$ cat config.mk
export PLATFORM = sky130hd
export DESIGN_NAME = csr_ctrl
export DESIGN_NICKNAME = d
export VERILOG_FILES = /design/src/rtl/csr_pkg.sv /design/src/rtl/csr_counter.sv /design/src/rtl/csr_ctrl.sv
export SDC_FILE = /design/constraint.sdc
export NUM_CORES = 1
export LEC_CHECK = 0
export CAP_MARGIN = 20
export CORE_ASPECT_RATIO = 1.5
export CORE_MARGIN = 2
export CORE_UTILIZATION = 50
export DETAILED_ROUTE_END_ITERATION = 10
export GPL_ROUTABILITY_DRIVEN = 0
export PLACE_DENSITY_LB_ADDON = 0.1
export SLEW_MARGIN = 20
export SYNTH_ARGS = -nofsm -noshare
export SYNTH_HDL_FRONTEND = slang
export SYNTH_SLANG_ARGS = --single-unit
$ cat constraint.sdc
create_clock -name clk -period 25.7 [get_ports clk]
set_input_delay 5.14 -clock clk [delete_from_list [all_inputs] [get_ports clk]]
set_output_delay 5.14 -clock clk [all_outputs]
set_load 0.01 [all_outputs]
$ cat src/rtl/csr_pkg.sv
// -----------------------------------------------------------------------------
// csr_pkg
// Shared definitions for the machine-mode CSR controller:
//   - CSR address constants
//   - access opcode enum (read-only / read-write / set / clear)
//   - controller FSM state enum
//   - misa field constants and the read-only address decode helper
// -----------------------------------------------------------------------------
package csr_pkg;

    localparam logic [11:0] CSR_MSTATUS   = 12'h300;
    localparam logic [11:0] CSR_MISA      = 12'h301;
    localparam logic [11:0] CSR_MTVEC     = 12'h305;
    localparam logic [11:0] CSR_MSCRATCH  = 12'h340;
    localparam logic [11:0] CSR_MEPC      = 12'h341;
    localparam logic [11:0] CSR_MCAUSE    = 12'h342;
    localparam logic [11:0] CSR_MCYCLE    = 12'hB00;
    localparam logic [11:0] CSR_MINSTRET  = 12'hB02;
    localparam logic [11:0] CSR_MVENDORID = 12'hF11;
    localparam logic [11:0] CSR_MARCHID   = 12'hF12;
    localparam logic [11:0] CSR_MIMPID    = 12'hF13;
    localparam logic [11:0] CSR_MHARTID   = 12'hF14;

    typedef enum logic [1:0] {
        OP_RO = 2'b00,
        OP_RW = 2'b01,
        OP_RS = 2'b10,
        OP_RC = 2'b11
    } csr_op_e;

    typedef enum logic [1:0] {
        ST_IDLE  = 2'b00,
        ST_READ  = 2'b01,
        ST_WRITE = 2'b10,
        ST_RESP  = 2'b11
    } csr_state_e;

    // misa: MXL field in the top two bits, extension bitmap in the low 26 bits.
    localparam logic [1:0]  MISA_MXL = 2'b10;
    localparam logic [25:0] MISA_EXT = 26'h000_0100;   // 'I' only

    localparam int MSTATUS_MIE  = 3;
    localparam int MSTATUS_MPIE = 7;

    // The whole 0xC00-0xFFF quadrant is read-only by encoding; misa is
    // additionally read-only in this implementation.
    function automatic logic is_read_only(input logic [11:0] addr);
        return (addr[11:10] == 2'b11) || (addr == CSR_MISA);
    endfunction

endpackage

$ cat src/rtl/csr_counter.sv
// -----------------------------------------------------------------------------
// csr_counter
// N-bit free-running counter with increment enable and a load port that takes
// priority over the increment (a software write wins over counting).
// Ports:
//   clk, reset        clock, asynchronous active-high reset (clears to 0)
//   inc               increment by one this cycle (wraps 2^N-1 -> 0)
//   load, load_val    load load_val this cycle instead of incrementing
//   count             current counter value
// -----------------------------------------------------------------------------
module csr_counter
    import csr_pkg::*;
#(
    parameter int N = 64
) (
    input  logic         clk,
    input  logic         reset,
    input  logic         inc,
    input  logic         load,
    input  logic [N-1:0] load_val,
    output logic [N-1:0] count
);

    logic [N-1:0] count_q;
    logic [N-1:0] count_d;

    always_comb begin
        count_d = count_q;
        if (load) begin
            count_d = load_val;
        end else if (inc) begin
            count_d = count_q + N'(1);
        end
    end

    always_ff @(posedge clk or posedge reset) begin
        if (reset) begin
            count_q <= '0;
        end else begin
            count_q <= count_d;
        end
    end

    assign count = count_q;

endmodule

$ cat src/rtl/csr_ctrl.sv
// -----------------------------------------------------------------------------
// csr_ctrl
// Machine-mode CSR access controller. One access at a time walks the
// IDLE -> READ -> WRITE -> RESP sequence: capture request, read old value and
// decode legality, commit the new value, then a one-cycle response strobe.
// Ports:
//   clk, reset                    clock, asynchronous active-high reset
//   req_valid / req_ready         request handshake (ready only in IDLE)
//   req_addr, req_op, req_nowrite CSR address, op (RO/RW/RS/RC), write suppress
//   req_wdata                     write value or set/clear mask
//   instret                       instruction-retired pulse for minstret
//   rsp_valid                     one-cycle response strobe
//   rsp_rdata, rsp_illegal        value before the access / access fault
// -----------------------------------------------------------------------------
module csr_ctrl
    import csr_pkg::*;
#(
    parameter int          N      = 64,
    parameter int unsigned HARTID = 0
) (
    input  logic         clk,
    input  logic         reset,
    input  logic         req_valid,
    output logic         req_ready,
    input  logic [11:0]  req_addr,
    input  logic [1:0]   req_op,
    input  logic         req_nowrite,
    input  logic [N-1:0] req_wdata,
    input  logic         instret,
    output logic         rsp_valid,
    output logic [N-1:0] rsp_rdata,
    output logic         rsp_illegal
);

    localparam logic [N-1:0] MISA_VAL = {MISA_MXL, {(N-28){1'b0}}, MISA_EXT};

    csr_state_e   state_q, state_d;
    logic [11:0]  addr_q, addr_d;
    csr_op_e      op_q, op_d;
    logic         nowrite_q, nowrite_d;
    logic [N-1:0] wdata_q, wdata_d;
    logic [N-1:0] old_q, old_d;
    logic         illegal_q, illegal_d;
    logic         rsp_valid_q, rsp_valid_d;
    logic [N-1:0] rsp_rdata_q, rsp_rdata_d;
    logic         rsp_illegal_q, rsp_illegal_d;

    logic         mie_q, mpie_q;
    logic [N-1:0] mtvec_q, mscratch_q, mepc_q, mcause_q;
    logic [N-1:0] mcycle, minstret;

    logic         handshake;
    logic [N-1:0] mstatus_val;
    logic [N-1:0] rd_val;
    logic         rd_hit;
    logic         write_attempt;
    logic         rd_illegal;
    logic [N-1:0] new_val;
    logic         commit;

    assign req_ready = (state_q == ST_IDLE) && !reset;
    assign handshake = req_valid && req_ready;

    // Read mux and legality decode work on the captured request only.
    always_comb begin
        mstatus_val = '0;
        mstatus_val[12:11] = 2'b11;
        mstatus_val[MSTATUS_MPIE] = mpie_q;
        mstatus_val[MSTATUS_MIE] = mie_q;

        rd_hit = 1'b1;
        rd_val = '0;
        case (addr_q)
            CSR_MSTATUS:  rd_val = mstatus_val;
            CSR_MISA:     rd_val = MISA_VAL;
            CSR_MTVEC:    rd_val = mtvec_q;
            CSR_MSCRATCH: rd_val = mscratch_q;
            CSR_MEPC:     rd_val = mepc_q;
            CSR_MCAUSE:   rd_val = mcause_q;
            CSR_MCYCLE:   rd_val = mcycle;
            CSR_MINSTRET: rd_val = minstret;
            CSR_MVENDORID, CSR_MARCHID, CSR_MIMPID: rd_val = '0;
            CSR_MHARTID:  rd_val = N'(HARTID);
            default:      rd_hit = 1'b0;
        endcase

        // RW always counts as a write attempt; RS/RC only when rs1 != x0.
        write_attempt = (op_q == OP_RW) ||
                        (((op_q == OP_RS) || (op_q == OP_RC)) && !nowrite_q);
        rd_illegal = !rd_hit || (write_attempt && is_read_only(addr_q));
    end

    always_comb begin
        case (op_q)
            OP_RW:   new_val = wdata_q;
            OP_RS:   new_val = old_q | wdata_q;
            OP_RC:   new_val = old_q & ~wdata_q;
            default: new_val = old_q;
        endcase
        commit = (state_q == ST_WRITE) && (op_q != OP_RO) && !nowrite_q && !illegal_q;
    end

    // Controller FSM: next-state and registered-output logic.
    always_comb begin
        state_d       = state_q;
        addr_d        = addr_q;
        op_d          = op_q;
        nowrite_d     = nowrite_q;
        wdata_d       = wdata_q;
        old_d         = old_q;
        illegal_d     = illegal_q;
        rsp_valid_d   = 1'b0;
        rsp_rdata_d   = rsp_rdata_q;
        rsp_illegal_d = rsp_illegal_q;
        case (state_q)
            ST_IDLE: begin
                if (handshake) begin
                    addr_d    = req_addr;
                    op_d      = csr_op_e'(req_op);
                    nowrite_d = req_nowrite;
                    wdata_d   = req_wdata;
                    state_d   = ST_READ;
                end
            end
            ST_READ: begin
                // Illegal accesses report zero rather than the CSR contents.
                old_d     = rd_illegal ? '0 : rd_val;
                illegal_d = rd_illegal;
                state_d   = ST_WRITE;
            end
            ST_WRITE: begin
                state_d = ST_RESP;
            end
            ST_RESP: begin
                rsp_valid_d   = 1'b1;
                rsp_rdata_d   = old_q;
                rsp_illegal_d = illegal_q;
                state_d       = ST_IDLE;
            end
            default: state_d = ST_IDLE;
        endcase
    end

    always_ff @(posedge clk or posedge reset) begin
        if (reset) begin
            state_q       <= ST_IDLE;
            addr_q        <= '0;
            op_q          <= OP_RO;
            nowrite_q     <= 1'b0;
            wdata_q       <= '0;
            old_q         <= '0;
            illegal_q     <= 1'b0;
            rsp_valid_q   <= 1'b0;
            rsp_rdata_q   <= '0;
            rsp_illegal_q <= 1'b0;
        end else begin
            state_q       <= state_d;
            addr_q        <= addr_d;
            op_q          <= op_d;
            nowrite_q     <= nowrite_d;
            wdata_q       <= wdata_d;
            old_q         <= old_d;
            illegal_q     <= illegal_d;
            rsp_valid_q   <= rsp_valid_d;
            rsp_rdata_q   <= rsp_rdata_d;
            rsp_illegal_q <= rsp_illegal_d;
        end
    end

    assign rsp_valid   = rsp_valid_q;
    assign rsp_rdata   = rsp_rdata_q;
    assign rsp_illegal = rsp_illegal_q;

    // Writable storage CSRs; WARL masking applied on the way in.
    always_ff @(posedge clk or posedge reset) begin
        if (reset) begin
            mie_q      <= 1'b0;
            mpie_q     <= 1'b0;
            mtvec_q    <= '0;
            mscratch_q <= '0;
            mepc_q     <= '0;
            mcause_q   <= '0;
        end else if (commit) begin
            case (addr_q)
                CSR_MSTATUS: begin
                    mie_q  <= new_val[MSTATUS_MIE];
                    mpie_q <= new_val[MSTATUS_MPIE];
                end
                CSR_MTVEC:    mtvec_q    <= {new_val[N-1:2], 2'b00};
                CSR_MSCRATCH: mscratch_q <= new_val;
                CSR_MEPC:     mepc_q     <= {new_val[N-1:2], 2'b00};
                CSR_MCAUSE:   mcause_q   <= new_val;
                default: ;
            endcase
        end
    end

    csr_counter #(.N(N)) u_mcycle (
        .clk      (clk),
        .reset    (reset),
        .inc      (1'b1),
        .load     (commit && (addr_q == CSR_MCYCLE)),
        .load_val (new_val),
        .count    (mcycle)
    );

    csr_counter #(.N(N)) u_minstret (
        .clk      (clk),
        .reset    (reset),
        .inc      (instret),
        .load     (commit && (addr_q == CSR_MINSTRET)),
        .load_val (new_val),
        .count    (minstret)
    );

endmodule

==> run metrics <==
reg2reg end=mcause_q[40]; hold_ws=0.479 ns; Final HPWL DP=49.1 mm; fmax=85.6 MHz; r2r startpoint=addr_q[1]; # hold bufs at CTS=0; syn_nets=2,731; IO Count=150; Setup TNS=0 ns; Starting DRT DRC Count=1,450; Total Wirelength=77.5 mm; fin nets=2,788; dominant synthesized flop cell=dfrtp_1; Tightest Pin Transition=1.09 ns; main area contributors after synthesis=dfrtp_1, mux2_2, nand2_1; Vias=20.9k; Final Util=57.7%; clk_lat worst skew=0.64 ns; worst setup path startpoint=reset; first-pass GRT wire length=123 mm; end point of the critical path=req_ready; EDFF count, synth=0; CTS Root Cell=clkbuf_16; vias per std cell=6.07; synthesis-to-finish area growth=14.6%; PortBufs=149; YS warnings=0; Detailed Routing Iterations Pass 1=5; Leak=13.2 nW; Design Power=2.89 mW; crit path max fanout=2; htree depth=2; PwrDens=92.1 nW/µm²; Startpoint Class=input pin; cell taking the most area after synthesis=dfrtp_1; Overflow after GRT=0; die height=290 µm; dpl ws=14.03 ns; Post CTS Setup Buffer Count=0; status=finished, final reports clean; hold path start=mtvec_q[39]; Rel. slew slack=27.1%; Worst Reg-to-Reg Cells=8; maximum vdd drop=0.0000724 V; post-route setup slack=14.02 ns; min cycle time layout=11.68 ns; Antenna diodes=0; top-count cell post-synth=dfrtp_1; vias in the first global route=21.3k; Die X=195 µm; clk buf depth=3; Post-synth ARST share=100%; flops & latches, synth=594; Post-Syn Instances=2,641; Post-Syn Area=27,400 µm²; HP Class=flip-flop to flip-flop; drt drc=0; antenna violations before repair=1; max_cap viols=0; GRT Util Overall=27.7%; largest net degree at the start of global routing=180; reg2reg setup slack=21.21 ns; Final Cell Area=31,400 µm²; register area share after synthesis=54.3%; Final Hold Fails=0; Syn Area/Cell=10.4 µm²; CP required=20.56 ns; core footprint=54,400 µm²; critical path endpoint category=output port; library cells used by synthesis=55; cell count after placement=3,331; Setup CP Type=input pin to output port; Std-Cell Rows=105; final count of pins violating max slew=0; top cell type's share of synthesized area=54.3%; most frequent cells after synthesis=dfrtp_1, nand2_1, o21ai_0; CTS resizes=0; Final Skew=0.0255 ns; Non-Filler Instances=3,441; RSZ-0062 raised after global routing=false; detailed-route wire length per cell=22.5 µm; clk sink count=594; Initial Utilization=50.3%; crit path DAT=6.54 ns; Area after DPL=29,400 µm²; die area=56,600 µm²; share of cells above drive strength 1=11.2%; TritonCTS Buffers=58; Final setup viols=0; Reg clk slew, reported paths=0.06 ns; Post-DRT Antenna Nets=0; CTS tree=built; Tcrit/Tclk final=45.4%
-- registers in the layout, indices dropped and copies added (netlist names), 2 cells and up --
signal and cells:
op_q 2, u_mcycle.count 64, mscratch_q 64, state_q 2, addr_q 12, mtvec_q 62
u_minstret.count 64, mcause_q 64, wdata_q 64, mepc_q 62, old_q 64, rsp_rdata 64
-- critical path: stages --
cell and delay, ns:
clkdlybuf4s50_1 0.51, nor2b_1 0.29, clkdlybuf4s50_1 0.59
-- how the worst min path moves through the flow --
stage | to | slack, ns | cells past startpoint
final | mtvec_q[39] | 0.48 | 2
after detailed placement | mepc_q[32] | 0.47 | 2
after global placement | mcause_q[47] | 0.46 | 2
after global routing | mtvec_q[37] | 0.50 | 2
after CTS | mepc_q[32] | 0.48 | 2
after floorplan | mtvec_q[8] | 0.45 | 2
-- final cells by class --
cell class / instances / area, µm²
Fill cell: 4792 / 23000
Sequential cell: 594 / 14900
Multi-Input combinational cell: 1838 / 11800
Inverter: 22 / 90.1
Tap cell: 695 / 870
Clock inverter: 23 / 289
Clock buffer: 85 / 1660
Timing Repair Buffer: 184 / 1830
-- layer usage --
layer  vias to the layer above  global-route usage (%)  routed length (µm)  part of all wire [%]
li1                       9633                       -                   -                     -
met1                     10500                    33.7               30800                    40
met2                       538                    49.4               40200                    52
met3                       180                    3.52                3130                   4.0
met4                         2                    11.7                3450                   4.5
met5                         -                       0                  11                 0.014
-- logic make-up (layout without fill, tap and decap cells) --
family                   after synthesis  count (layout)  share of synthesized area, %
flip-flops                           594             594                          54.3
AND/OR/NAND/NOR                      701             701                          12.0
multiplexers                         255             255                          9.99
buffers and inverters                209             314                          3.12
adder cells (fa/ha/maj)                7               7                         0.320
XOR/XNOR                             122             122                          3.91
AO/OA/AOI/OAI                        753             753                          16.4
-- layout by cell type (no fill, tap or decap), types with 4 or more instances in the layout --
| cell | instances |
|---|---|
| a211oi_1 | 6 |
| a21oi_1 | 78 |
| nand2_4 | 4 |
| and3_1 | 14 |
| xor2_1 | 27 |
| dfrtp_1 | 593 |
| a221oi_1 | 24 |
| a22o_1 | 13 |
| a31oi_1 | 21 |
| a22oi_1 | 144 |
| o21ai_1 | 153 |
| nand3_2 | 5 |
| clkbuf_16 | 58 |
| mux2i_1 | 111 |
| nor2_1 | 111 |
| clkbuf_1 | 16 |
| clkbuf_8 | 11 |
| nand2_1 | 358 |
| nand3_1 | 49 |
| o22ai_1 | 44 |
| buf_4 | 31 |
| xnor2_1 | 94 |
| nand4_1 | 45 |
| nor4_4 | 5 |
| bufinv_16 | 6 |
| nor2b_1 | 9 |
| and4_1 | 7 |
| o21ai_0 | 244 |
| and2_1 | 6 |
| mux2_2 | 144 |
| nor4_1 | 23 |
| ha_1 | 5 |
| a222oi_1 | 15 |
| o21a_1 | 5 |
| nor3_1 | 35 |
| inv_1 | 20 |
| clkinv_2 | 12 |
| clkdlybuf4s50_1 | 149 |
-- where the power goes --
part           switching, mW  total (mW)  leakage, nW  internal [mW]
clock network          0.374       0.882        0.961          0.508
registers              0.121        1.18         7.81           1.06
logic                  0.536       0.826         4.48          0.291
Note: power is estimated with default switching activity, not from simulation.
